===== src/rtl/asyn_fifo_write_ctrl_if.sv =====
// Write-side bus of the async FIFO write controller.
// write_almost_full exists only with ASYN_FIFO_ALMOST_FULL_EN.
interface asyn_fifo_write_ctrl_if #(
  parameter int ADDR_WIDTH = 6
);
  logic                  write_ena;
  logic [ADDR_WIDTH:0]   read_ptr_gray;
  logic [ADDR_WIDTH-1:0] write_addr;
  logic [ADDR_WIDTH:0]   write_ptr_gray;
  logic                  write_full;
`ifdef ASYN_FIFO_ALMOST_FULL_EN
  logic                  write_almost_full;
`endif

  modport master (
    output write_ena,
    output read_ptr_gray,
    input  write_addr,
    input  write_ptr_gray,
`ifdef ASYN_FIFO_ALMOST_FULL_EN
    input  write_almost_full,
`endif
    input  write_full
  );

  modport slave (
    input  write_ena,
    input  read_ptr_gray,
    output write_addr,
    output write_ptr_gray,
`ifdef ASYN_FIFO_ALMOST_FULL_EN
    output write_almost_full,
`endif
    output write_full
  );
endinterface


===== src/rtl/asyn_fifo_write_ctrl.sv =====
// Async FIFO write-domain pointer, Gray export and full flag.
// Optional almost-full flag under ASYN_FIFO_ALMOST_FULL_EN.
module asyn_fifo_write_ctrl #(
  parameter int ADDR_WIDTH      = 6,
  parameter int ALMOST_FULL_GAP = 4
) (
  input  logic write_clk,
  input  logic write_rst,
  asyn_fifo_write_ctrl_if.slave bus
);
  localparam int W     = ADDR_WIDTH + 1;
  localparam int DEPTH = 1 << ADDR_WIDTH;

  if (ALMOST_FULL_GAP < 1 || ALMOST_FULL_GAP >= DEPTH) begin : g_chk
    $error("ALMOST_FULL_GAP out of range");
  end

  logic [W-1:0] wbin_q, wbin_d;
  logic [W-1:0] wgray_q, wgray_d;
  logic [W-1:0] rq1_q, rq2_q;
  logic         full_q, full_d;
  logic         accept;

  always_comb begin
    accept  = bus.write_ena & ~full_q;
    wbin_d  = wbin_q + W'(accept);
    wgray_d = (wbin_d >> 1) ^ wbin_d;
    // full: write Gray equals read Gray with the two MSBs flipped
    full_d  = (wgray_d == {~rq2_q[ADDR_WIDTH:ADDR_WIDTH-1],
                            rq2_q[ADDR_WIDTH-2:0]});
  end

  always_ff @(posedge write_clk) begin
    if (write_rst) begin
      wbin_q  <= '0;
      wgray_q <= '0;
      rq1_q   <= '0;
      rq2_q   <= '0;
      full_q  <= 1'b0;
    end else begin
      wbin_q  <= wbin_d;
      wgray_q <= wgray_d;
      rq1_q   <= bus.read_ptr_gray;
      rq2_q   <= rq1_q;
      full_q  <= full_d;
    end
  end

  assign bus.write_addr     = wbin_q[ADDR_WIDTH-1:0];
  assign bus.write_ptr_gray = wgray_q;
  assign bus.write_full     = full_q;

`ifdef ASYN_FIFO_ALMOST_FULL_EN
  function automatic logic [W-1:0] gray2bin(input logic [W-1:0] g);
    logic [W-1:0] b;
    b[W-1] = g[W-1];
    for (int i = W - 2; i >= 0; i--) begin
      b[i] = b[i+1] ^ g[i];
    end
    return b;
  endfunction

  logic [W-1:0] rbin, level;
  logic         afull_q, afull_d;

  always_comb begin
    rbin    = gray2bin(rq2_q);
    level   = wbin_d - rbin;
    afull_d = (level >= W'(DEPTH - ALMOST_FULL_GAP));
  end

  always_ff @(posedge write_clk) begin
    if (write_rst) begin
      afull_q <= 1'b0;
    end else begin
      afull_q <= afull_d;
    end
  end

  assign bus.write_almost_full = afull_q;
`endif
endmodule


===== src/flat_wrapper.sv =====
// flat-port wrapper written by rule: the top's interface ports become plain ports
module asyn_fifo_write_ctrl_flat 
#(
  parameter int ADDR_WIDTH      = 6,
  parameter int ALMOST_FULL_GAP = 4
)
  (write_clk, write_rst, bus_write_ena, bus_read_ptr_gray, bus_write_addr, bus_write_ptr_gray, bus_write_full);
  asyn_fifo_write_ctrl_if #(.ADDR_WIDTH(ADDR_WIDTH)) bus_i ();
  input  logic write_clk;
  input  logic write_rst;
  input wire logic [$bits(bus_i.write_ena)-1:0] bus_write_ena;
  input wire logic [$bits(bus_i.read_ptr_gray)-1:0] bus_read_ptr_gray;
  output wire logic [$bits(bus_i.write_addr)-1:0] bus_write_addr;
  output wire logic [$bits(bus_i.write_ptr_gray)-1:0] bus_write_ptr_gray;
  output wire logic [$bits(bus_i.write_full)-1:0] bus_write_full;
  assign bus_i.write_ena = bus_write_ena;
  assign bus_i.read_ptr_gray = bus_read_ptr_gray;
  assign bus_write_addr = bus_i.write_addr;
  assign bus_write_ptr_gray = bus_i.write_ptr_gray;
  assign bus_write_full = bus_i.write_full;
  asyn_fifo_write_ctrl #(.ADDR_WIDTH(ADDR_WIDTH), .ALMOST_FULL_GAP(ALMOST_FULL_GAP)) u_core (.write_clk(write_clk), .write_rst(write_rst), .bus(bus_i));
endmodule

===== config.mk =====
export PLATFORM = sky130hd
export DESIGN_NAME = asyn_fifo_write_ctrl_flat
export DESIGN_NICKNAME = d
export VERILOG_FILES = /design/src/rtl/asyn_fifo_write_ctrl_if.sv /design/src/rtl/asyn_fifo_write_ctrl.sv /design/src/flat_wrapper.sv
export SDC_FILE = /design/constraint.sdc
export NUM_CORES = 1
export LEC_CHECK = 0
export ABC_AREA = 1
export ABC_CLOCK_PERIOD_IN_PS = 1400
export CORE_MARGIN = 10
export CORE_UTILIZATION = 47
export CTS_BUF_LIST = sky130_fd_sc_hd__clkbuf_4 sky130_fd_sc_hd__clkbuf_8
export DETAILED_ROUTE_END_ITERATION = 7
export PLACE_DENSITY = 0.78
export SKIP_CTS_REPAIR_TIMING = 1
export SLEW_MARGIN = 20
export SYNTH_ARGS = -nofsm -noshare
export SYNTH_HDL_FRONTEND = slang
export SYNTH_SLANG_ARGS = --single-unit

===== constraint.sdc =====
create_clock -name write_clk -period 1.4 [get_ports write_clk]
set_input_delay 0.28 -clock write_clk [delete_from_list [all_inputs] [get_ports write_clk]]
set_output_delay 0.28 -clock write_clk [all_outputs]
set_load 0.02 [all_outputs]

# After elaboration in Yosys (flattened, before gate mapping)
# Index checks and enable logic that the tools add are counted.
[word_totals]
register_bits = 29
inputBits = 10
word_cells = 11
[classes]
add_sub_neg = 1
eq_ne = 1
bitwise = 4
[op_table]
columns = ["operator", "count"]
rows = [
  ["$add 7x1->7", 1],
  ["$eq 7x7->1", 1],
  ["$xor 6x7->7", 1],
  ["$not 2->2", 1],
  ["$and 1x1->1", 1],
  ["$not 1->1", 1],
]

# Depth between registers and ports, before layout
# Gate-level depths: netlist of run 1.
[logic_depth]
ltp_word = 5
depth_mapped = 14

# Least setup slack after synthesis of run 1
# Ideal clock, no wire load.
[synth_path]
path_kind = "register to register"
startpoint = "reg u_core.full_q (netlist: u_core.bus.write_full)"
endpoint = "reg u_core.full_q (netlist: u_core.bus.write_full)"
t_arrival_ps = 1418
required_ps = 1290
setup_slack_ps = -129
stages_incl_launch_ff = 14
n_path_buf = 0
period_less_slack_ps = 1529
cell_sequence = "dfxtp_1 nor2_1 ha_1 nand2_1 inv_1 nand2_1 nand2_1 nand2_2 nand2_1 nand2_1 nand2_1 nand2_1 nand2_1 nor2_1"
[synth_between]
elab_chain_len = 5
[synth_rtl]
columns = ["element", "line_no", "source"]
rows = [
  ["start, declared", "asyn_fifo_write_ctrl.sv:21", "logic full_q, full_d;"],
  ["start signal, assigned", "asyn_fifo_write_ctrl.sv:45", "full_q <= full_d;"],
  ["$not 1->1", "asyn_fifo_write_ctrl.sv:25", "accept = bus.write_ena & ~full_q;"],
  ["$and 1x1->1", "asyn_fifo_write_ctrl.sv:25", ""],
  ["$add 7x1->7", "asyn_fifo_write_ctrl.sv:26", "wbin_d = wbin_q + W'(accept);"],
  ["$xor 6x7->7", "asyn_fifo_write_ctrl.sv:27", "wgray_d = (wbin_d >> 1) ^ wbin_d;"],
  ["$eq 7x7->1", "asyn_fifo_write_ctrl.sv:29", "full_d = (wgray_d == {~rq2_q[ADDR_WIDTH:ADDR_WIDTH-1],"],
]
# No other way between the ends.
# A chain may end at the register's enable or synchronous reset.

# Worst setup path in the final report of run 1
# Ends and elaborated chain as after synthesis.

==> impl_metrics.yaml, run 1 <==
clock_tree:
  clk_path_buf_depth: 2
  clk_pin_slew_ns: 0.15
  clock_sinks: 28
  cts_tree: "built"
  cts_buffers: 3
  htreeDepth: 1
  insertion_delay_ns: 0.33
  root_buffer: "clkbuf_4"
place:
  placement.cell_area_sq_um: 1620
  routabilityCongestion: 0.794
  io_buffers: 23
  pre_cts_slack_ns: -0.620
  dp_hpwl_um: 2100
sta:
  hold_viol: 0
  fin_crit_sh_pct: 117
  fmax_mhz: 611
  setup_viol: 5
  relSlewSlack_pct: 77.5
  min_period_ns: 1.64
  worst_clock_skew_ns: 0.00600
  fin_ws_ns: -0.236
  drv_slew: 0
  worstMarginPinSlew_ns: 0.338
  holdWs_ns: 0.411
  rsz0062_at_grt: "true"
critical_path:
  path_class: "reg2reg"
  cp-end-kind: "flip-flop"
  rrSetupSlack_ns: -0.24
  required_ns: 1.68
  arrival_ns: 1.92
  path_max_fanout: 5
  start_kind: "flip-flop"
  ff2ff_path_depth: 12
  startpoint: "u_core.bus.write_full"
  r2r-start: "u_core.bus.write_full"
  r2r_end: "u_core.bus.write_full"
  setup.worst_path.end: "u_core.bus.write_full"
logic_synthesis:
  synth.area.mux_share_pct: 0
  ys_types: 17
  synth_top_family_by_area: "simple AND/OR/NAND/NOR gates"
  yosysMostFrequentCell: "nand2_1"
  synth-simple-area-share_pct: 39.5
  ys_seq_area_share_pct: 45.9
  synth_compound_area_share_pct: 0.820
  synth-xor-area-share_pct: 0
  yosysTopAreaCellShare_pct: 45.9
  synthAdderAreaFrac_pct: 2.05
  avgSynthCellArea_sq_um: 6.75
  yosys.area.top_type: "dfxtp_1"
  yosys_warnings: 0
  synth_commonest_cells: "nand2_1 (50), inv_1 (33), nor2_1 (33)"
  synth_area_leaders: "dfxtp_1 (46%), nand2_1 (15%), inv_1 (10%), nor2_1 (10%), nand3_1 (6.6%)"
  synth_ff_type: "dfxtp_1"
  syn_area_sq_um: 1220
  synth_nets: 193
  synth_async_sr_flop_share_pct: 0
  synth_edf_count: 0
  synth_cells: 181
  ys_seq_elements: 28
layout:
  area.sequential_sq_um: 566
  finalInstanceArea_sq_um: 1900
  drive_gt1_share_pct: 33.2
  fill_cells: 161
  final_util_pct: 76.7
  multi_input_area_sq_um: 751
  num_antenna_cells: 0
  area_growth_pct: 55.6
  nets: 230
die:
  die_w_um: 71.0
  dieArea_sq_um: 5040
  rows: 18
  die_y_um: 71.0
  ios: 24
  core_sq_um: 2480
  initial_core_util_pct: 49.3
routing:
  route.detailed.wl_per_inst_um: 13.0
  drtPass1Iterations: 4
  ant_nets: 0
  vias: 1188
  drt_iter0_drc: 63
  drc: 0
  finalWirelength_um: 3220
  avgViaCountPerCell: 4.81
global_routing:
  grt_util_all_layers_pct: 10.4
  grt_pass1_wl_um: 4460
  grt_pass1_vias: 1098
  antenna_found_initial: 0
  gr-total-overflow: 0
  grt_max_degree: 27
power_and_ir_drop:
  p_per_area_nw_per_um2: 781
  ir_worst_vdd_v: 0.000943
  power.leakage_nw: 1.11
min_path:
  hold_start: "u_core.rq1_q[5]"
  hp-class: "reg2reg"
job:
  cap_violations: 0
outcome:
  status: "finished, violations left"
  failed_checks: "setup timing"
[layout make-up]
type	instances	area share [%]
flip-flops and latches	28	29.8
inverters	33	6.65
repair buffers	36	20.2
multi-input cells	116	39.5
clock buffers	4	1.91
well taps	30	1.97
[registers in the layout, summed over array words and instances (netlist names)]
register and cells:
u_core.bus.write_ptr_gray 7, u_core.rq1_q 7, u_core.rq2_q 7, u_core.wbin_q 6, u_core.bus.write_full 1
[cells by family after synthesis]
logic type                 count (synthesis)
AOI/OAI and AO/OA                          2
adders and majority gates                  2
buffers and inverters                     37
DFF                                       28
and+or+nand+nor                          112
[worst max-delay path, stage by stage (launching register included)]
cell and delay [ns]:
dfxtp_4 0.38, nor2_4 0.15, ha_4 0.18, nand3_1 0.12, nand2_2 0.11, nand2_2 0.10, inv_2 0.11, nand2_1 0.08
nand3_1 0.08, nand2_1 0.06, nor2_1 0.08, nand2_1 0.05, nor2_1 0.08
[power breakdown]
group	total [mW]	switching (mW)	internal, mW
registers	0.843	0.0151	0.828
clock network	0.398	0.239	0.159
logic	0.244	0.129	0.115
total	1.48	0.383	1.10
[cell usage in the layout, fill, tap and decap left out, types with 7 or more instances in the layout]
cell type / instances
nor2_4: 7
nand2_4: 9
inv_1: 29
clkdlybuf4s50_1: 8
nor2_1: 26
dlymetal6s2s_1: 15
nand2_1: 25
buf_4: 8
dfxtp_1: 26
nand3_1: 12
nand2_2: 21
[how the worst min path moves through the flow]
stage | slack, ns | endpoint | depth (start not counted)
global route | 0.43 | u_core.rq2_q[0] | 2
finish | 0.41 | u_core.rq2_q[5] | 2
CTS | 0.41 | u_core.rq2_q[5] | 2
detailed placement | 0.40 | u_core.rq2_q[5] | 2
floorplan | 0.39 | u_core.rq1_q[0] | 2
global placement | 0.39 | u_core.rq2_q[2] | 2
[per-layer routing]
metal	wire, um	global-route usage (%)
met2	1710	19.8
met4	76	5.38
met1	1300	9.72
met3	132	3.21
met5	0	0
[metrics by stage]
step	setup TNS (ns)	total power, mW	std cells
after floorplan	-0.00799	0.983	181
after global placement	-4.48	1.07	243
after detailed placement	-5.27	1.08	243
after CTS	-3.92	1.47	247
after global routing	-1.13	1.55	247
final	-0.607	1.48	247
Note: power is estimated with default switching activity, not from simulation.
==> run 2: changes to the inputs <==
TNS_END_PERCENT = 10   (was not set)
==> run 2 against run 1 <==
  * The run still ends with setup timing left
  * Sequential share of layout area rose by 1.5 points
  * Critical path type is now reg2out
  * Largest cell class unchanged
  * Worst hold slack improved by 0.00059 ns
  * Clock skew rose by 0.0041 ns
  * Power fell by 0.63%
  * Critical path depth fell by 11
  * Routed wire length fell by 9.0%
  * Combinational power fell by 3%
  * Core utilization fell by 3.6 points
  * Global-route usage did not move
  * Register-to-register slack improved by 0.06 ns
  * Die area did not move
  * Sequential power barely moved
==> impl_metrics.yaml, run 2 (synthesized netlist as in run 1, its figures left out) <==
outcome:
  status: "finished, violations left"
  failed_checks: "setup timing"
sta:
  hold_viol: 0
  setup_viol: 7
  min_period_ns: 1.62
  fmax_mhz: 616
  fin_ws_ns: -0.224
  fin_crit_sh_pct: 116
  holdWs_ns: 0.411
  drv_slew: 0
  relSlewSlack_pct: 82.9
  worstMarginPinSlew_ns: 0.256
  rsz0062_at_grt: "true"
  worst_clock_skew_ns: 0.0101
die:
  ios: 24
  initial_core_util_pct: 49.3
  rows: 18
  dieArea_sq_um: 5040
  core_sq_um: 2480
  die_w_um: 71.0
  die_y_um: 71.0
critical_path:
  start_kind: "flip-flop"
  worst-path-buf-inv: 1
  cp_top_family: "buffers and inverters"
  path_max_fanout: 4
  slowest_delay_ns: 0.62
  crit_cells: 1
  worst_path_max_delay_cell: "clkdlybuf4s50_1"
  required_ns: 1.12
  cp-end-kind: "primary output"
  arrival_ns: 1.34
  ff2ff_path_depth: 12
  path_class: "reg2out"
  worstPathCellList: "clkdlybuf4s50_1"
clock_tree:
  cts_tree: "built"
  clk_path_buf_depth: 2
  root_buffer: "clkbuf_4"
  insertion_delay_ns: 0.33
  htreeDepth: 1
  clk_pin_slew_ns: 0.14
  clock_sinks: 28
  cts_buffers: 3
routing:
  drt_iter0_drc: 81
  ant_nets: 0
  vias: 1164
  finalWirelength_um: 2930
  avgViaCountPerCell: 4.69
  drc: 0
  drtPass1Iterations: 4
  route.detailed.wl_per_inst_um: 11.8
place:
  pre_cts_slack_ns: -0.620
  io_buffers: 23
  dp_hpwl_um: 2100
  routabilityCongestion: 0.794
global_routing:
  grt_pass1_vias: 1098
  grt_pass1_wl_um: 4460
  gr-total-overflow: 0
  grt_util_all_layers_pct: 10.4
  antenna_found_initial: 0
  grt_max_degree: 27
job:
  cap_violations: 0
layout:
  drive_gt1_share_pct: 26.1
  num_antenna_cells: 0
  area_growth_pct: 48.3
  layout_commonest_cell: "nand2_1"
  layout_common_cells: "nand2_1 (33), inv_1 (30), nor2_1 (30)"
  nets: 231
power_and_ir_drop:
  p_per_area_nw_per_um2: 815
  power.leakage_nw: 1.07
  ir_worst_vdd_v: 0.000925
min_path:
  hp-class: "reg2reg"
  worstHoldPathCells: 2
-- run 2: cell count changes in the layout (fill, tap and decap cells not counted), sizes merged --
cell,change
dlymetal6s2s,-1
clkdlybuf4s50,+1
buf,+1
-- run 2: worst reg2reg max path, delay by kind of cell (launching register included) --
kind	cells	cell delay, ns
adder cells (fa/ha/maj)	1	0.19
AND/OR/NAND/NOR	11	0.97
flip-flops	1	0.38
-- run 2: worst paths after layout --
check                   startpoint  slack, ns                     to
max               u_core.wbin_q[4]      -0.22      bus_write_addr[4]
min                u_core.rq1_q[5]       0.41        u_core.rq2_q[5]
max reg2reg  u_core.bus.write_full      -0.18  u_core.bus.write_full
min reg2reg        u_core.rq1_q[5]       0.41        u_core.rq2_q[5]
-- run 2: where the power goes --
part / internal, mW / total, mW / switching [mW]
Sequential: 0.828 / 0.843 / 0.0149
Combinational: 0.113 / 0.236 / 0.123
Clock: 0.159 / 0.396 / 0.237
-- run 2: per-stage QoR --
step / area [sq um] / TNS (ns) / std cells / power, mW / util, %
floorplan: 1270 / -0.00799 / 181 / 0.983 / -
global placement: 1620 / -4.48 / 243 / 1.07 / 65.2
detailed placement: 1620 / -5.27 / 243 / 1.08 / 65.2
CTS: 1650 / -3.92 / 247 / 1.47 / 66.7
global route: 1810 / -1.69 / 248 / 1.54 / 73.1
finish: 1810 / -0.867 / 248 / 1.48 / 73.1
-- run 2: cell type report --
class	instances	area, sq um
well taps	30	37.5
multi-input cells	116	674
clock buffers	4	36.3
flip-flops and latches	28	566
fillers	186	667
inverters	33	126
repair buffers	37	370
-- run 2: per-layer routing --
metal / GRT usage (%) / wire length [um]
met3: 3.21 / 137
met2: 19.8 / 1560
met1: 9.72 / 1200
met4: 5.38 / 31
met5: 0 / 0
==> run 3: changes to the inputs <==
RECOVER_POWER = 50   (was not set)
==> run 3 against run 2 <==
  * The run still ends with setup timing left
  * First-iteration DRC count decreased by 1.2%
  * Register-to-register slack is essentially flat
  * Non-clock buffer count did not move
  * Critical endpoint unchanged
  * Routed wire length increased by 0.14%
  * Via count shrank 0.26%
  * Maximum frequency is essentially flat
  * Combinational power about the same
==> impl_metrics.yaml, run 3 (synthesized netlist as in run 1, its figures left out) <==
global_routing:
  gr-total-overflow: 0
  grt_pass1_wl_um: 4460
  antenna_found_initial: 0
  grt_pass1_vias: 1098
  grt_util_all_layers_pct: 10.4
  grt_max_degree: 27
sta:
  fin_ws_ns: -0.225
  holdWs_ns: 0.411
  worst_clock_skew_ns: 0.00935
  rsz0062_at_grt: "true"
  fmax_mhz: 615
  drv_slew: 0
  worstMarginPinSlew_ns: 0.503
  fin_crit_sh_pct: 116
  setup_viol: 7
  hold_viol: 0
  relSlewSlack_pct: 66.5
  min_period_ns: 1.62
die:
  core_sq_um: 2480
  rows: 18
  die_w_um: 71.0
  dieArea_sq_um: 5040
  die_y_um: 71.0
  ios: 24
  initial_core_util_pct: 49.3
clock_tree:
  insertion_delay_ns: 0.33
  clk_pin_slew_ns: 0.14
  root_buffer: "clkbuf_4"
  clk_path_buf_depth: 2
  htreeDepth: 1
  cts_tree: "built"
  cts_buffers: 3
  clock_sinks: 28
routing:
  drtPass1Iterations: 4
  avgViaCountPerCell: 4.68
  route.detailed.wl_per_inst_um: 11.8
  vias: 1161
  drt_iter0_drc: 80
  finalWirelength_um: 2930
  drc: 0
  ant_nets: 0
power_and_ir_drop:
  p_per_area_nw_per_um2: 820
  power.leakage_nw: 1.05
  ir_worst_vdd_v: 0.000928
critical_path:
  rrSetupSlack_ns: -0.18
  crit_cells: 1
  ff2ff_path_depth: 12
  path_class: "reg2out"
  r2r-start: "u_core.bus.write_full"
  slowest_delay_ns: 0.62
  startpoint: "u_core.wbin_q[4]"
  cp_top_family: "buffers and inverters"
  arrival_ns: 1.34
  worst-path-buf-inv: 1
  worst_path_max_delay_cell: "clkdlybuf4s50_1"
  path_max_fanout: 4
  cp-end-kind: "primary output"
  start_kind: "flip-flop"
  worstPathCellList: "clkdlybuf4s50_1"
  r2r_end: "u_core.bus.write_full"
  required_ns: 1.12
  setup.worst_path.end: "bus_write_addr[4]"
layout:
  drive_gt1_share_pct: 26.1
  finalNonFillerCells: 248
  layout_commonest_cell: "nand2_1"
  area_growth_pct: 47.3
  nets: 231
  num_antenna_cells: 0
  fill_cells: 190
  layout_common_cells: "nand2_1 (33), inv_1 (30), nor2_1 (30)"
min_path:
  hold_start: "u_core.rq1_q[5]"
  hp-class: "reg2reg"
place:
  dp_hpwl_um: 2100
  dp.cells: 243
  routabilityCongestion: 0.794
  io_buffers: 23
outcome:
  failed_checks: "setup timing"
  status: "finished, violations left"
job:
  cap_violations: 0
run 3: cell types whose count changed in the layout (fill, tap and decap cells not counted):
cell / previous run / this run
buf_4: 14 / 13
clkbuf_1: 0 / 1
clkbuf_2: 0 / 1
clkdlybuf4s50_1: 9 / 8
dlygate4sd3_1: 0 / 1
dlymetal6s2s_1: 14 / 13
run 3: how the worst min path moves through the flow:
stage                            endpoint  slack, ns  depth (start not counted)
after CTS                 u_core.rq2_q[5]       0.41                          2
after global routing      u_core.rq2_q[0]       0.43                          2
after floorplan           u_core.rq1_q[0]       0.39                          2
final                     u_core.rq2_q[5]       0.41                          2
after detailed placement  u_core.rq2_q[5]       0.40                          2
after global placement    u_core.rq2_q[2]       0.39                          2
run 3: stage by stage:
stage                     total power, mW  cell area, sq um  setup TNS (ns)  setup WS [ns]  util (%)
final                                1.47              1800          -0.906         -0.225      72.6
after detailed placement             1.08              1620           -5.27         -0.620      65.2
after CTS                            1.47              1650           -3.92         -0.276      66.7
after global placement               1.07              1620           -4.48         -0.545      65.2
after global routing                 1.54              1800           -1.77         -0.311      72.6
after floorplan                     0.983              1270        -0.00799       -0.00799         -
run 3: layer usage:
layer	GRT usage, %	vias up	share of wire (%)
met4	5.38	0	1.1
met3	3.21	4	4.7
met1	9.72	529	41
li1	-	608	-
met2	19.8	20	53
met5	0	-	0
run 3: cell type report:
class / count / area [sq um] / area share, %
multi-input cells: 116 / 674 / 37.5
flip-flops and latches: 28 / 566 / 31.4
repair buffers: 37 / 359 / 20.0
inverters: 33 / 126 / 7.02
well taps: 30 / 37.5 / 2.09
clock buffers: 4 / 36.3 / 2.02
run 3: where the power goes:
| part | switching, mW | internal, mW |
|---|---|---|
| combinational | 0.123 | 0.112 |
| sequential | 0.0148 | 0.828 |
| clock | 0.238 | 0.159 |
| total | 0.376 | 1.10 |
